**config.mk**
```make
export PLATFORM = sky130hd
export DESIGN_NAME = dds_phase_accumulator
export DESIGN_NICKNAME = d
export VERILOG_FILES = /design/src/rtl/dds_pkg.sv /design/src/rtl/dds_cfg_loader.sv /design/src/rtl/dds_phase_accumulator.sv
export SDC_FILE = /design/constraint.sdc
export NUM_CORES = 1
export LEC_CHECK = 0
export ABC_AREA = 1
export ABC_CLOCK_PERIOD_IN_PS = 3500
export BUFFER_PORTS_ARGS = -buffer_cell sky130_fd_sc_hd__buf_2
export CAP_MARGIN = 20
export CORE_AREA = 2 2 127 129
export DETAILED_ROUTE_END_ITERATION = 7
export DIE_AREA = 0 0 129 131
export PLACE_DENSITY_LB_ADDON = 0.15
export SETUP_SLACK_MARGIN = 0.2
export SLEW_MARGIN = 20
export SYNTH_ARGS = -nofsm -noshare
export SYNTH_HDL_FRONTEND = slang
export SYNTH_SLANG_ARGS = --single-unit
export TNS_END_PERCENT = 100
```
**constraint.sdc**
```tcl
create_clock -name clk -period 3.5 [get_ports clk]
set_input_delay 0 -clock clk [delete_from_list [all_inputs] [get_ports clk]]
set_output_delay 0 -clock clk [all_outputs]
set_load 0.01 [all_outputs]
```
**src/rtl/dds_pkg.sv**
```systemverilog
// Shared widths and loader state encoding for the DDS phase path.
// Latency: none (types and constants only).
// Backpressure: none.
package dds_pkg;

    localparam int ACC_W_DEF   = 24;
    localparam int PHASE_W_DEF = 14;
    localparam int CFG_W_DEF   = 8;

    typedef enum logic [1:0] {
        IDLE   = 2'd0,
        BYTE1  = 2'd1,
        BYTE2  = 2'd2,
        COMMIT = 2'd3
    } cfg_state_t;

    typedef enum logic {
        SEL_FTW  = 1'b0,
        SEL_POFF = 1'b1
    } cfg_sel_t;

endpackage

```
**src/rtl/dds_cfg_loader.sv**
```systemverilog
// Byte-serial loader: three MSB-first bytes into a shadow, then atomic copy to FTW or POFF.
// Latency: active register updates on the edge closing COMMIT, one cycle after the third byte.
// Backpressure: cfg_ready drops only during the COMMIT cycle.
module dds_cfg_loader
    import dds_pkg::*;
#(
    parameter int ACC_W = ACC_W_DEF,
    parameter int CFG_W = CFG_W_DEF
) (
    input  logic             clk,
    input  logic             rst_n,
    input  logic [CFG_W-1:0] cfg_data,
    input  logic             cfg_sel,
    input  logic             cfg_valid,
    output logic             cfg_ready,
    output logic             cfg_done,
    output logic [ACC_W-1:0] ftw,
    output logic [ACC_W-1:0] poff
);

    generate
        if (ACC_W != 3 * CFG_W) begin : g_bad_width
            $error("dds_cfg_loader: ACC_W must equal 3*CFG_W");
        end
    endgenerate

    cfg_state_t       state;
    cfg_sel_t         sel_q;
    logic [ACC_W-1:0] shadow;
    logic [ACC_W-1:0] shadow_shifted;
    logic             accept;

    assign accept         = cfg_valid && cfg_ready;
    assign shadow_shifted = {shadow[ACC_W-CFG_W-1:0], cfg_data};

    // cfg_ready and cfg_done are registered alongside the state so they
    // track it exactly: both change on the edge that enters or leaves COMMIT.
    always_ff @(posedge clk or negedge rst_n) begin
        if (!rst_n) begin
            state     <= IDLE;
            sel_q     <= SEL_FTW;
            shadow    <= '0;
            ftw       <= '0;
            poff      <= '0;
            cfg_ready <= 1'b1;
            cfg_done  <= 1'b0;
        end else begin
            cfg_done <= 1'b0;
            case (state)
                IDLE: begin
                    if (accept) begin
                        shadow <= shadow_shifted;
                        sel_q  <= cfg_sel_t'(cfg_sel);
                        state  <= BYTE1;
                    end
                end
                BYTE1: begin
                    if (accept) begin
                        shadow <= shadow_shifted;
                        state  <= BYTE2;
                    end
                end
                BYTE2: begin
                    if (accept) begin
                        shadow    <= shadow_shifted;
                        state     <= COMMIT;
                        cfg_ready <= 1'b0;
                        cfg_done  <= 1'b1;
                    end
                end
                COMMIT: begin
                    if (sel_q == SEL_POFF) begin
                        poff <= shadow;
                    end else begin
                        ftw <= shadow;
                    end
                    state     <= IDLE;
                    cfg_ready <= 1'b1;
                end
                default: begin
                    state     <= IDLE;
                    cfg_ready <= 1'b1;
                end
            endcase
        end
    end

endmodule

```
**src/rtl/dds_phase_accumulator.sv**
```systemverilog
// DDS phase accumulator: acc += FTW per enabled cycle, phase = top bits of (acc + POFF).
// Latency: phase, wrap and phase_valid are registered together on the accumulate edge.
// Backpressure: none on the datapath; the loader never stalls accumulation.
module dds_phase_accumulator
    import dds_pkg::*;
#(
    parameter int ACC_W   = ACC_W_DEF,
    parameter int PHASE_W = PHASE_W_DEF,
    parameter int CFG_W   = CFG_W_DEF
) (
    input  logic               clk,
    input  logic               rst_n,
    input  logic               en,
    input  logic               phase_sync,
    input  logic [CFG_W-1:0]   cfg_data,
    input  logic               cfg_sel,
    input  logic               cfg_valid,
    output logic               cfg_ready,
    output logic               cfg_done,
    output logic [PHASE_W-1:0] phase,
    output logic               phase_valid,
    output logic               wrap
);

    generate
        if (PHASE_W > ACC_W) begin : g_bad_phase_w
            $error("dds_phase_accumulator: PHASE_W must not exceed ACC_W");
        end
    endgenerate

    logic [ACC_W-1:0] ftw;
    logic [ACC_W-1:0] poff;
    logic [ACC_W-1:0] acc;
    logic [ACC_W-1:0] acc_sum;
    logic [ACC_W-1:0] acc_upd;
    logic [ACC_W-1:0] phase_sum;
    logic             carry;

    dds_cfg_loader #(
        .ACC_W (ACC_W),
        .CFG_W (CFG_W)
    ) u_cfg_loader (
        .clk       (clk),
        .rst_n     (rst_n),
        .cfg_data  (cfg_data),
        .cfg_sel   (cfg_sel),
        .cfg_valid (cfg_valid),
        .cfg_ready (cfg_ready),
        .cfg_done  (cfg_done),
        .ftw       (ftw),
        .poff      (poff)
    );

    // Phase is derived from the value acc is about to take, so the phase
    // register and the wrap pulse describe the same accumulator sample.
    always_comb begin
        {carry, acc_sum} = {1'b0, acc} + {1'b0, ftw};
        acc_upd          = phase_sync ? '0 : acc_sum;
        phase_sum        = acc_upd + poff;
    end

    always_ff @(posedge clk or negedge rst_n) begin
        if (!rst_n) begin
            acc         <= '0;
            phase       <= '0;
            phase_valid <= 1'b0;
            wrap        <= 1'b0;
        end else begin
            phase_valid <= en || phase_sync;
            if (phase_sync) begin
                acc   <= '0;
                phase <= phase_sum[ACC_W-1 -: PHASE_W];
                wrap  <= 1'b0;
            end else if (en) begin
                acc   <= acc_sum;
                phase <= phase_sum[ACC_W-1 -: PHASE_W];
                wrap  <= carry;
            end else begin
                wrap  <= 1'b0;
            end
        end
    end

endmodule

```
### Word level (Yosys, flattened, before mapping)

Cells that the tools add are included.

| word-level totals | value |
|---|---|
| memory bits (read-only) | 0 |
| register bits | 117 |
| memories kept | 0 |
| memory bits (writable) | 0 |
| bits in latches | 0 |
| bits of input ports | 14 |
| output and inout bits | 18 |
| logic and storage cells | 47 |

| cells by class | value |
|---|---|
| reduce and logical (&&, ||, !) cells | 12 |
| mux-type cells | 15 |
| order comparisons | 0 |
| add/sub/neg operators | 2 |
| equal/unequal tests | 6 |
| bitwise operators | 1 |
| multiply operators | 0 |
| shift-type cells | 0 |
| divide/modulo/power cells | 0 |

Operator list:

| kind | number |
|---|---|
| $mux W24 | 3 |
| $mux W14 | 2 |
| $add A24 B24 Y25 | 1 |
| $add A24 B24 Y24 | 1 |
| $reduce_and A2 Y1 | 5 |
| $pmux W2 S4 | 1 |
| $mux W2 | 3 |
| $ne A2 B1 Y1 const B | 3 |
| $mux W1 | 5 |
| $eq A2 B2 Y1 const B | 2 |
| $reduce_bool A2 Y1 | 2 |
| $reduce_and A3 Y1 | 1 |
| $reduce_or A3 Y1 | 1 |
| $eq A2 B1 Y1 const B | 1 |
| $logic_not A2 Y1 | 1 |
| $pmux W1 S2 | 1 |
| $logic_and A1 B1 Y1 | 1 |
| $logic_or A1 B1 Y1 | 1 |
| $not A1 Y1 | 1 |

### Logic depth before layout (Yosys ltp)

| depth | value |
|---|---|
| depth after elaboration | 5 |
| mapped depth | 24 |
| mapped depth without buffers | 24 |

### By module

From an unflattened synthesis, not the netlist that was laid out.

| unflattened totals | value |
|---|---|
| cell total of the unflattened synthesis | 934 |
| area total of the unflattened synthesis | 7045.5 µm² |

By module, submodules not included:

| module | area an instance (µm²) | cells each | instances | seq. area each (µm²) |
|---|---|---|---|---|
| dds_phase_accumulator | 4092.7 | 634 | 1 | 1001.0 |
| dds_cfg_loader | 2952.8 | 300 | 1 | 1928.1 |

### Worst setup path after synthesis

No wires, ideal clock.

| timing | value |
|---|---|
| path type | flip-flop to flip-flop |
| start | reg u_cfg_loader.ftw[0] |
| end | reg phase[13] |
| library setup time | 0.117 ns |
| period minus slack after synthesis | 2.983 ns |
| data required time | 3.383 ns |
| slack | 0.517 ns |
| data arrival time | 2.865 ns |
| path buffers | 0 |
| cell stages (with the launch flop) | 22 |
| cell sequence | dfrtp_1 > ha_1 > inv_1 > fa_1 > nor3_1 > nor2_1 > o21ai_1 > nand3_1 > nand2_1 > nand2_1 > nand3_1 > inv_1 > ha_1 > inv_1 > o21ai_0 > a31oi_1 > nor2_1 > nor2_1 > o211ai_1 > nand3_1 > nand3_1 > nand2_1 |

| between the ends | value |
|---|---|
| longest elaborated chain between the ends | 5 |

RTL lines:

| item | line | text |
|---|---|---|
| from (decl) | dds_cfg_loader.sv:17 | `output logic [ACC_W-1:0] ftw,` |
| from (signal assigned) | dds_cfg_loader.sv:75 | `ftw <= shadow;` |
| $add A24 B24 Y25 * | dds_phase_accumulator.sv:57 | `{carry, acc_sum} = {1'b0, acc} + {1'b0, ftw};` |
| $mux W24 * | dds_phase_accumulator.sv:58 | `acc_upd = phase_sync ? '0 : acc_sum;` |
| net acc_upd[16] | dds_phase_accumulator.sv:35 | `logic [ACC_W-1:0] acc_upd;` |
| $add A24 B24 Y24 * | dds_phase_accumulator.sv:59 | `phase_sum = acc_upd + poff;` |
| $mux W14 | dds_phase_accumulator.sv:74 | `end else if (en) begin` |
| $mux W14 * | dds_phase_accumulator.sv:70 | `if (phase_sync) begin` |
| to (signal assigned) | dds_phase_accumulator.sv:72 | `phase <= phase_sum[ACC_W-1 -: PHASE_W];` |
| to (signal assigned) | dds_phase_accumulator.sv:76 | `phase <= phase_sum[ACC_W-1 -: PHASE_W];` |
| to (decl) | dds_phase_accumulator.sv:20 | `output logic [PHASE_W-1:0] phase,` |

The timed path passes the listed nets; every way through them passes the cells marked *. The select of a mux whose other input is x is not followed.
A chain may end at the register's enable or synchronous reset.

### Final worst setup path

| timing | value |
|---|---|
| start | reg u_cfg_loader.ftw[5] |
| end | reg phase[13] |

Same word-level chain as after synthesis.

==> impl_results.md <==
- Status: complete, no violations
- Synthesis Warnings: 0
- Post-route minimum period: 3.18 ns
- Hold Path Class: input pin to flop
- WL/cell: 16.3 um
- RSZ-0062 raised after global routing: yes
- Net Sw Frac: 21.8%
- Die W: 129 um
- Critical path class: flop to flop
- Gpl congestion: 0.944
- Fin cells: 1,210
- Final setup viols: 0
- Antenna viol nets, final: 0
- Hold path endpoint: acc[9]
- Final net count: 1,047
- Final Cycle Share: 90.9%
- Async S/R FF share, synth: 100%
- DP Cell Count: 1,152
- Worst hold start: en
- PwrDens: 362 mW/mm^2
- Reg2Reg Setup Slack: 0.32 ns
- GRT Util Overall: 24.6%
- Maximum clock insertion buffer count: 2
- CP startpoint kind: flop
- Commonest non-fill, non-tap cell in the layout: nand2_1
- Pint: 2510 uW
- Syn avg cell area: 7.57 sq um
- Starting Density: 44.3%
- P&R area growth vs syn: 28.0%
- H-tree depth: 4
- Hold path depth: 3
- Reg clk slew, reported paths: 0.06 ns
- CP Data Arrival Time: 3.48 ns
- Leak: 0.00421 uW
- Count of cell types in the netlist: 43
- Vias per cell: 5.20
- Clk pwr share: 55.3%
- Number of DRC markers in iteration 0: 529
- Flop pwr share: 42.3%
- Post-Syn Area: 0.00691 sq mm
- Via count: 6,292
- CTS tree: built
- First-pass GRT wire length: 31.6 mm
- Final Hold Viols: 0
- Synthesized flop and latch total: 117
- Drt total wl: 19.8 mm
- Top_reg_cell synth: dfrtp_1
- Root Buffer: clkbuf_16
- Required time of the critical path: 3.80 ns
- Synth Instances: 913
- Switching power: 698 uW
- Element type at the critical path end: flop
- IO Port Bufs: 31
- Clock buffer count from CTS: 17
- Reg2reg end: phase[13]
- Post-synth EDFFs: 0
- Max cap viols: 0
- Vias in the first global route: 6,019
- Relative max-transition margin: 37.8%
- Critical path origin: u_cfg_loader.ftw[5]
- Initial antenna violation count: 0
- Layout cell share with drive strength beyond 1: 23.3%
- First-pass DRT Iterations: 5
- Largest net degree at the start of global routing: 65
- Grt ovf: 0
- Drt drc: 0
- Worst r2r src: u_cfg_loader.ftw[5]
- Final Worst Setup Slack: 0.318 ns
- Gate power share: 2.4%
- Slew @ Worst Pin: 0.921 ns
- Antenna diodes: 0
- Crit path max fanout: 5
- Post-Syn Nets: 979
- Clock sink count: 117
- Worst slack, placed: -0.0209 ns
- Max Freq: 0.314 GHz
- Pins Over Slew Limit: 0
- Setup Skew: 0.0103 ns
- Power consumption: 3210 uW
- Most frequent cells in the layout: nand2_1, dfrtp_1, o21ai_0
- Core ar.: 0.0156 sq mm
- FF-to-FF path depth: 19
- Top Ports: 32
- Final Util: 56.8%
- Row cnt: 46
- Die area: 0.0169 sq mm
- Post-synthesis sequential area ratio: 42.4%
- Die height: 131 um
- DPL Wire Length: 14.2 mm
- Worst-Skew Late Latency: 0.42 ns
- Worst vdd ir: 0.383 mV
sequential cells by signal, summed over array words and instances (netlist names):
register and cells:
phase 14, wrap 1, acc 24, u_cfg_loader.state 2, u_cfg_loader.poff 24, u_cfg_loader.cfg_done 1, u_cfg_loader.cfg_ready 1, u_cfg_loader.ftw 24
phase_valid 1, u_cfg_loader.sel_q 1, u_cfg_loader.shadow 24
worst max-delay path by stage:
stage	end	slack [ns]	cells past startpoint
final	phase[13]	0.32	19
after global routing	phase[6]	0.10	20
after CTS	phase[13]	0.18	20
after detailed placement	phase[13]	-0.02	18
after global placement	phase[13]	-0.07	18
after floorplan	phase[13]	0.52	21
critical path, cell delays in order, from the launching register on:
cell,delay [ns]
dfrtp_2,0.44
ha_4,0.28
a21oi_1,0.20
o21ai_1,0.14
nor2_2,0.24
inv_2,0.09
nand4_1,0.09
nand3_1,0.14
nor2_1,0.14
nor2_2,0.07
ha_1,0.31
inv_1,0.10
nor3_4,0.20
nand2_2,0.08
nor2_1,0.08
nand2_1,0.08
o211ai_1,0.13
nand3_1,0.10
nand3_1,0.08
nand2_1,0.06
power by group through the flow:
stage          clock [uW]  sequential, uW  combinational [uW]
2_1_floorplan           0            1380                18.4
3_3_place_gp            0            1380                68.6
3_5_place_dp            0            1380                68.5
4_1_cts              1800            1360                77.9
5_1_grt              1860            1350                86.6
6_report             1770            1360                77.2
routing by layer:
metal | GRT usage (%) | wire length [um] | vias up
met1 | 35.7 | 9700 | 2968
met4 | 8.06 | 323 | 0
li1 | - | - | 3134
met2 | 37.4 | 8880 | 165
met5 | 0 | 0 | -
met3 | 4.56 | 863 | 25
per-stage QoR:
| step | hold WS (ns) | setup TNS (ns) | area (sq um) |
|---|---|---|---|
| final | 0.0616 | 0 | 8850 |
| after global routing | 0.0745 | 0 | 8850 |
| after CTS | 0.0523 | 0 | 8210 |
| after detailed placement | 0.164 | -0.0209 | 7390 |
| after global placement | 0.161 | -0.0680 | 7390 |
| after floorplan | -0.296 | 0 | 6910 |
repair_timing:
action | 4_1_cts | 5_1_grt
resized for setup | 20 | 120
endpoints found under the setup margin | 11 | 14
buffers inserted | 0 | 15
hold endpoints to repair | 73 | 0
hold buffers | 11 | 0
pin swaps | 0 | 38
cells in the mapped netlist (2+ instances only):
master      n  area share (%)
a21oi_2     2            0.25
buf_2       4            0.29
nor2_1     62             3.4
nand2_1   290              16
o211ai_1    2            0.22
dfrtp_1   116              42
o21ai_0   100             7.2
inv_2       5            0.27
nor4_1      2            0.18
a31oi_1     5            0.45
clkbuf_1   19             1.0
o21ai_1     9            0.65
or2_2       2            0.18
xor2_1      3            0.38
or2_1       2            0.18
inv_1      82             4.5
nand3b_1    2            0.22
nor3_1      9            0.65
xnor2_1     7            0.89
o21bai_1    5            0.54
ha_1       51             9.2
nor2_2      8            0.72
a21o_1      2            0.22
a21oi_1    56             4.1
buf_1       2            0.11
nand2_2     5            0.45
nand4_1     6            0.54
nand3_1    40             2.9
cells by family after synthesis:
logic type | Yosys count | synth area share [%]
buf+inv | 112 | 6.15
flops | 117 | 42.4
xor+xnor | 10 | 1.27
fa+ha+maj | 52 | 9.52
simple gates | 433 | 25.9
compound gates | 188 | 14.7
mux | 1 | 0.163
layout make-up:
class,instances,area [sq um]
tap,216,270
timing repair buffer,74,524
fill,1475,6750
sequential,117,2930
clock inverter,13,158
clock buffer,19,443
multi-input combinational,684,4190
inverter,87,329
Note: power is estimated with default switching activity, not from simulation.
